File: config.mk
export PLATFORM = sky130hd
export DESIGN_NAME = bootstrapper
export DESIGN_NICKNAME = d
export VERILOG_FILES = /design/src/rtl/bootstrap_pkg.sv /design/src/rtl/boot_byte_cycle.sv /design/src/rtl/bootstrapper.sv
export SDC_FILE = /design/constraint.sdc
export NUM_CORES = 1
export LEC_CHECK = 0
export CAP_MARGIN = 40
export CORE_MARGIN = 2
export CORE_UTILIZATION = 45
export CTS_BUF_LIST = sky130_fd_sc_hd__clkbuf_8
export CTS_CLUSTER_SIZE = 14
export DETAILED_ROUTE_END_ITERATION = 16
export PLACE_DENSITY = 0.73
export SLEW_MARGIN = 20
export SYNTH_ARGS = -nofsm -noshare
export SYNTH_HDL_FRONTEND = slang
export SYNTH_SLANG_ARGS = --single-unit
File: constraint.sdc
create_clock -name CLK -period 2.81 [get_ports CLK]
set_input_delay 0.4215 -clock CLK [delete_from_list [all_inputs] [get_ports CLK]]
set_output_delay 0.4215 -clock CLK [all_outputs]
set_load 0.01 [all_outputs]
File: src/rtl/bootstrap_pkg.sv
// rtl/bootstrap_pkg.sv - shared encodings for the power-on bootstrap loader
package bootstrap_pkg;

  localparam int ADDR_W      = 17;
  localparam int CTRL_ADDR_W = 12;

  // ROM_SEL drives this encoding straight onto the EEPROM select lines
  typedef enum logic [1:0] {
    REGION_SLICE     = 2'd0,
    REGION_LOOKAHEAD = 2'd1,
    REGION_CONTROL   = 2'd2,
    REGION_DONE      = 2'd3
  } region_e;

  typedef enum logic [2:0] {
    ST_SETUP  = 3'd0,
    ST_WAIT   = 3'd1,
    ST_LATCH  = 3'd2,
    ST_STROBE = 3'd3,
    ST_HOLD   = 3'd4
  } byte_state_e;

endpackage

File: src/rtl/boot_byte_cycle.sv
// rtl/boot_byte_cycle.sv - per-byte SETUP..HOLD sequencer with EEPROM read wait counter
module boot_byte_cycle
  import bootstrap_pkg::*;
#(
  parameter int READ_WAIT = 2
) (
  input  logic CLK,
  input  logic N_RST,
  input  logic START,
  output logic N_OE,
  output logic LATCH_EN,
  output logic WE_STROBE,
  output logic DONE
);

  localparam logic [3:0] WAIT_LAST = 4'(READ_WAIT - 1);

  byte_state_e state_q, state_nxt;
  logic [3:0]  wait_q, wait_nxt;
  logic        n_oe_nxt;

  always_ff @(posedge CLK or negedge N_RST) begin
    if (!N_RST) begin
      state_q <= ST_SETUP;
      wait_q  <= '0;
      N_OE    <= 1'b1;
    end else begin
      state_q <= state_nxt;
      wait_q  <= wait_nxt;
      N_OE    <= n_oe_nxt;
    end
  end

  // Actions decoded in a state take effect on the edge that leaves it
  always_comb begin
    state_nxt = state_q;
    wait_nxt  = wait_q;
    n_oe_nxt  = N_OE;
    case (state_q)
      ST_SETUP: begin
        wait_nxt = '0;
        if (START) begin
          state_nxt = ST_WAIT;
          n_oe_nxt  = 1'b0;
        end
      end
      ST_WAIT: begin
        if (wait_q == WAIT_LAST) state_nxt = ST_LATCH;
        else                     wait_nxt  = wait_q + 4'd1;
      end
      ST_LATCH: begin
        state_nxt = ST_STROBE;
        n_oe_nxt  = 1'b1;
      end
      ST_STROBE: state_nxt = ST_HOLD;
      ST_HOLD:   state_nxt = ST_SETUP;
      default:   state_nxt = ST_SETUP;
    endcase
  end

  assign LATCH_EN  = (state_q == ST_LATCH);
  assign WE_STROBE = (state_q == ST_STROBE);
  assign DONE      = (state_q == ST_HOLD);

endmodule

File: src/rtl/bootstrapper.sv
// rtl/bootstrapper.sv - power-on copy of MLU tables and microcode from boot EEPROMs into SRAM
module bootstrapper
  import bootstrap_pkg::*;
#(
  parameter int SLICE_DEPTH     = 131072,
  parameter int LOOKAHEAD_DEPTH = 65536,
  parameter int CONTROL_DEPTH   = 4096,
  parameter int READ_WAIT       = 2
) (
  input  logic              CLK,
  input  logic              N_RST,
  input  logic [7:0]        ROM_DATA,
  output logic [ADDR_W-1:0] ROM_ADDR,
  output logic [1:0]        ROM_SEL,
  output logic              ROM_N_OE,
  output logic [ADDR_W-1:0] ADDR,
  output logic [7:0]        DATA,
  output logic              MLU_SLICE_N_WE,
  output logic              MLU_LOOKAHEAD_N_WE,
  output logic              CONTROL_N_WE,
  output logic              N_BOOTED
);

  localparam logic [ADDR_W-1:0]      SLICE_LAST     = ADDR_W'(SLICE_DEPTH - 1);
  localparam logic [ADDR_W-1:0]      LOOKAHEAD_LAST = ADDR_W'(LOOKAHEAD_DEPTH - 1);
  localparam logic [CTRL_ADDR_W-1:0] CONTROL_LAST   = CTRL_ADDR_W'(CONTROL_DEPTH - 1);

  region_e           region_q, region_nxt;
  logic [ADDR_W-1:0] count_q, count_nxt, count_last;
  logic              latch_en, we_strobe, byte_done, copying;

  assign copying = (region_q != REGION_DONE);

  boot_byte_cycle #(
    .READ_WAIT (READ_WAIT)
  ) u_byte_cycle (
    .CLK       (CLK),
    .N_RST     (N_RST),
    .START     (copying),
    .N_OE      (ROM_N_OE),
    .LATCH_EN  (latch_en),
    .WE_STROBE (we_strobe),
    .DONE      (byte_done)
  );

  always_comb begin
    count_last = '0;
    case (region_q)
      REGION_SLICE:     count_last = SLICE_LAST;
      REGION_LOOKAHEAD: count_last = LOOKAHEAD_LAST;
      REGION_CONTROL:   count_last = {{(ADDR_W - CTRL_ADDR_W){1'b0}}, CONTROL_LAST};
      default:          count_last = '0;
    endcase
  end

  always_comb begin
    region_nxt = region_q;
    count_nxt  = count_q;
    if (byte_done) begin
      if (count_q == count_last) begin
        count_nxt  = '0;
        region_nxt = region_e'(region_q + 2'd1);
      end else begin
        count_nxt  = count_q + 17'd1;
      end
    end
  end

  // ADDR trails the counter by a cycle, so it only moves at the end of SETUP,
  // well clear of the strobe issued in STROBE and released in HOLD
  always_ff @(posedge CLK or negedge N_RST) begin
    if (!N_RST) begin
      region_q           <= REGION_SLICE;
      count_q            <= '0;
      ROM_ADDR           <= '0;
      ROM_SEL            <= 2'd0;
      ADDR               <= '0;
      DATA               <= '0;
      MLU_SLICE_N_WE     <= 1'b1;
      MLU_LOOKAHEAD_N_WE <= 1'b1;
      CONTROL_N_WE       <= 1'b1;
      N_BOOTED           <= 1'b1;
    end else begin
      region_q           <= region_nxt;
      count_q            <= count_nxt;
      ROM_SEL            <= region_nxt;
      N_BOOTED           <= (region_nxt != REGION_DONE);
      if (copying) begin
        ROM_ADDR <= count_q;
        ADDR     <= count_q;
      end
      if (latch_en) DATA <= ROM_DATA;
      MLU_SLICE_N_WE     <= !(we_strobe && region_q == REGION_SLICE);
      MLU_LOOKAHEAD_N_WE <= !(we_strobe && region_q == REGION_LOOKAHEAD);
      CONTROL_N_WE       <= !(we_strobe && region_q == REGION_CONTROL);
    end
  end

endmodule

==> flow_summary.ini <==
[run_status]
status = complete, no violations

[routing]
vias = 1967
vias_per_cell = 5.29
wirelength_um = 5330
route.detailed.drc = 0
first_iter_violations = 133
wl_per_cell_um = 14.3
drt-pass1-iter-count = 4
drtAntennaViolNets = 0

[global_route]
grt_max_degree = 57
grt_overflow = 0
antenna_found_initial = 0
grt_first_pass_wirelength_um = 9160
track_usage_pct = 16.2
grt_pass1_vias = 1937
use_met1_pct = 21.5
use_met2_pct = 26.0
use_met3_pct = 4.17
top_usage_layer = met2

[placed_design]
place_congestion = 0.809
dpl.hpwl_um = 3860
io_buffers = 58
dp_cells = 364
dpl_cell_area_sq_mm = 0.00330

[cts]
post-cts-setup-buffers = 0
clk_path_buf_depth = 2
hold_buffers = 0
cts.reportedPaths.clkPinSlew_ps = 90
clk-insertion-delay-late_ps = 310
h-tree-depth = 2
cts_tree = built
numCtsBuffers = 5
post_cts_resized = 0
cts.sinks = 56
root_buffer = clkbuf_8

[final_layout]
drive_gt1_share_pct = 16.8
fin_nets = 313
fin_util_pct = 56.8
area_growth_syn_to_layout_pct = 20.7
stdcell_count = 372
final_area_sq_mm = 0.00338
diodes = 0

[timing]
maxSlewViolCount = 0
fmax_ghz = 0.387
fin_crit_sh_pct = 92.0
finalSetupTns_ps = 0
finClkSkew_ps = 5.16
worst_pin_slew_ps = 737
maxSlewHeadroom_pct = 50.8
setup_viol = 0
hold_viol = 0
fin_crit_ps = 2580
rsz0062_at_grt = no

[floorplan]
io_pins = 59
placementRows = 28
fp.dieArea_sq_mm = 0.00688
initial_core_util_pct = 47.1
core_area_sq_mm = 0.00596
die_w_um = 83.0
die_y_um = 83.0

[setup_path]
cp_data_arrival_time_ps = 2790
startpoint = region_q[1]$_DFF_PN0_
rr_startpoint = region_q[1]$_DFF_PN0_
path_class = flip-flop to flip-flop
crit_path_end_kind = flip-flop
crit_fanout = 12
critPathRequiredTime_ps = 3010
start_kind = flip-flop

[synthesis]
syn_area_sq_mm = 0.00281
ys_ff_latch = 56
synth_cells = 256
ys_warn_count = 0
yosysSeqAreaShare_pct = 50.2
synth_cell_types = 42
syn_avg_cell_area_sq_um = 11.0
synth_nets = 273

[power_and_ir_drop]
p_int_w = 0.00101
ir_worst_vdd_uv = 278
power_frac_seq_pct = 63.5
clockPowerShare_pct = 32.6
p_leak_nw = 1.41
power_density_mw_per_mm2 = 379
switching_share_pct = 21.5
switchingPower_w = 0.000275
p_comb_share_pct = 3.9

[flow_run]
drv_cap = 0

[hold_path]
hold_class = input pin to asynchronous set/reset pin
==> kinds of logic (layout without fill, tap and decap cells) <==
kind of cell             after synthesis  after routing  share of synthesized area (%)
adder cells (fa/ha/maj)                7              7                           3.12
AO/OA/AOI/OAI                         30             30                           6.69
flip-flops                            56             56                           50.2
XOR/XNOR                              15             15                           4.68
multiplexers                          26             26                           10.3
buffers and inverters                 36             77                           8.70
AND/OR/NAND/NOR                       86             86                           16.3
==> layout by cell type, fill, tap and decap left out, types with 7 or more instances in the layout <==
master           count
nor3_1               7
nand2_1             23
nor2_1              18
mux2_2              24
dfrtp_1             51
o21ai_0             14
xnor2_1              8
clkdlybuf4s50_1     57
inv_1                8
nand3_1             10
xor2_1               7
nand4_1              7
ha_1                 7
==> state kept, by name, summed over array words and instances (netlist names) <==
name,count
DATA,8
u_byte_cycle.wait_q,4
ADDR,17
N_BOOTED,1
count_q,17
region_q,2
MLU_LOOKAHEAD_N_WE,1
CONTROL_N_WE,1
MLU_SLICE_N_WE,1
u_byte_cycle.N_OE,1
u_byte_cycle.state_q,3
==> worst max-delay path, cell delays in order (launching register included) <==
cell and delay, ps:
dfrtp_1 470, ha_1 430, or4b_4 510, o22ai_2 200, o21ai_2 110, nor4_4 370
mux2_2 380
==> cell usage after synthesis, drive strengths merged <==
master | number | area share [%]
a211o | 1 | 0.31
a211oi | 3 | 0.80
a21oi | 5 | 0.89
a22oi | 1 | 0.27
and2 | 1 | 0.22
buf | 23 | 6.6
clkbuf | 7 | 1.3
dfrtp | 51 | 45
dfstp | 5 | 4.7
ha | 7 | 3.1
inv | 6 | 0.80
mux2 | 24 | 9.6
mux2i | 2 | 0.71
nand2 | 23 | 3.1
nand2b | 4 | 0.89
nand3 | 10 | 1.8
nand3b | 1 | 0.27
nand4 | 7 | 1.6
nor2 | 18 | 2.4
nor3 | 8 | 1.6
nor3b | 3 | 0.80
nor4 | 4 | 1.7
o2111ai | 1 | 0.31
o21ai | 15 | 2.8
o21bai | 1 | 0.27
o22ai | 1 | 0.45
o2bb2ai | 1 | 0.31
o31ai | 1 | 0.27
or2 | 2 | 0.45
or2b | 1 | 0.31
or3 | 2 | 0.45
or3b | 1 | 0.31
or4b | 1 | 0.49
xnor2 | 8 | 2.5
xor2 | 7 | 2.2
==> per-stage QoR <==
stage	hold slack (ps)	total power (W)	worst slack [ps]
after global routing	114	0.00134	89.9
final	92.1	0.00128	226
after global placement	447	0.000881	328
after CTS	98.4	0.00130	206
after floorplan	126	0.000838	502
after detailed placement	445	0.000882	225
==> per-layer routing <==
metal	vias up	part of all wire [%]	wire length [um]
met5	-	0	0
met4	0	1.1	60
met3	5	5.1	270
met2	48	48	2580
met1	974	45	2420
li1	940	-	-
==> final timing paths <==
| path | to | slack [ps] | cells after the start |
|---|---|---|---|
| setup / recovery | region_q[1]$_DFF_PN0_ | 230 | 6 |
| hold / removal | ADDR[5]$_DFFE_PN0P_ | 90 | 2 |
| setup reg to reg | region_q[1]$_DFF_PN0_ | 230 | 6 |
| hold reg to reg | DATA[3]$_DFFE_PN0P_ | 510 | 1 |
| max in group asynchronous | N_BOOTED$_DFF_PN1_ | 2420 | 2 |
| min in group CLK | DATA[3]$_DFFE_PN0P_ | 510 | 1 |
==> cell type report <==
type	count	area [sq um]
Sequential cell	56	1410
Tap cell	75	93.8
Fill cell	524	2570
Clock buffer	5	68.8
Timing Repair Buffer	63	626
Clock inverter	3	12.5
Multi-Input combinational cell	164	1150
Inverter	6	22.5
==> power groups by stage <==
stage	clock network, W	registers [W]	logic, W
2_1_floorplan	0	0.000833	0.00000504
3_3_place_gp	0	0.000830	0.0000514
3_5_place_dp	0	0.000830	0.0000518
4_1_cts	0.000433	0.000815	0.0000520
5_1_grt	0.000468	0.000815	0.0000559
6_report	0.000417	0.000814	0.0000500
Note: power is estimated with default switching activity, not from simulation.
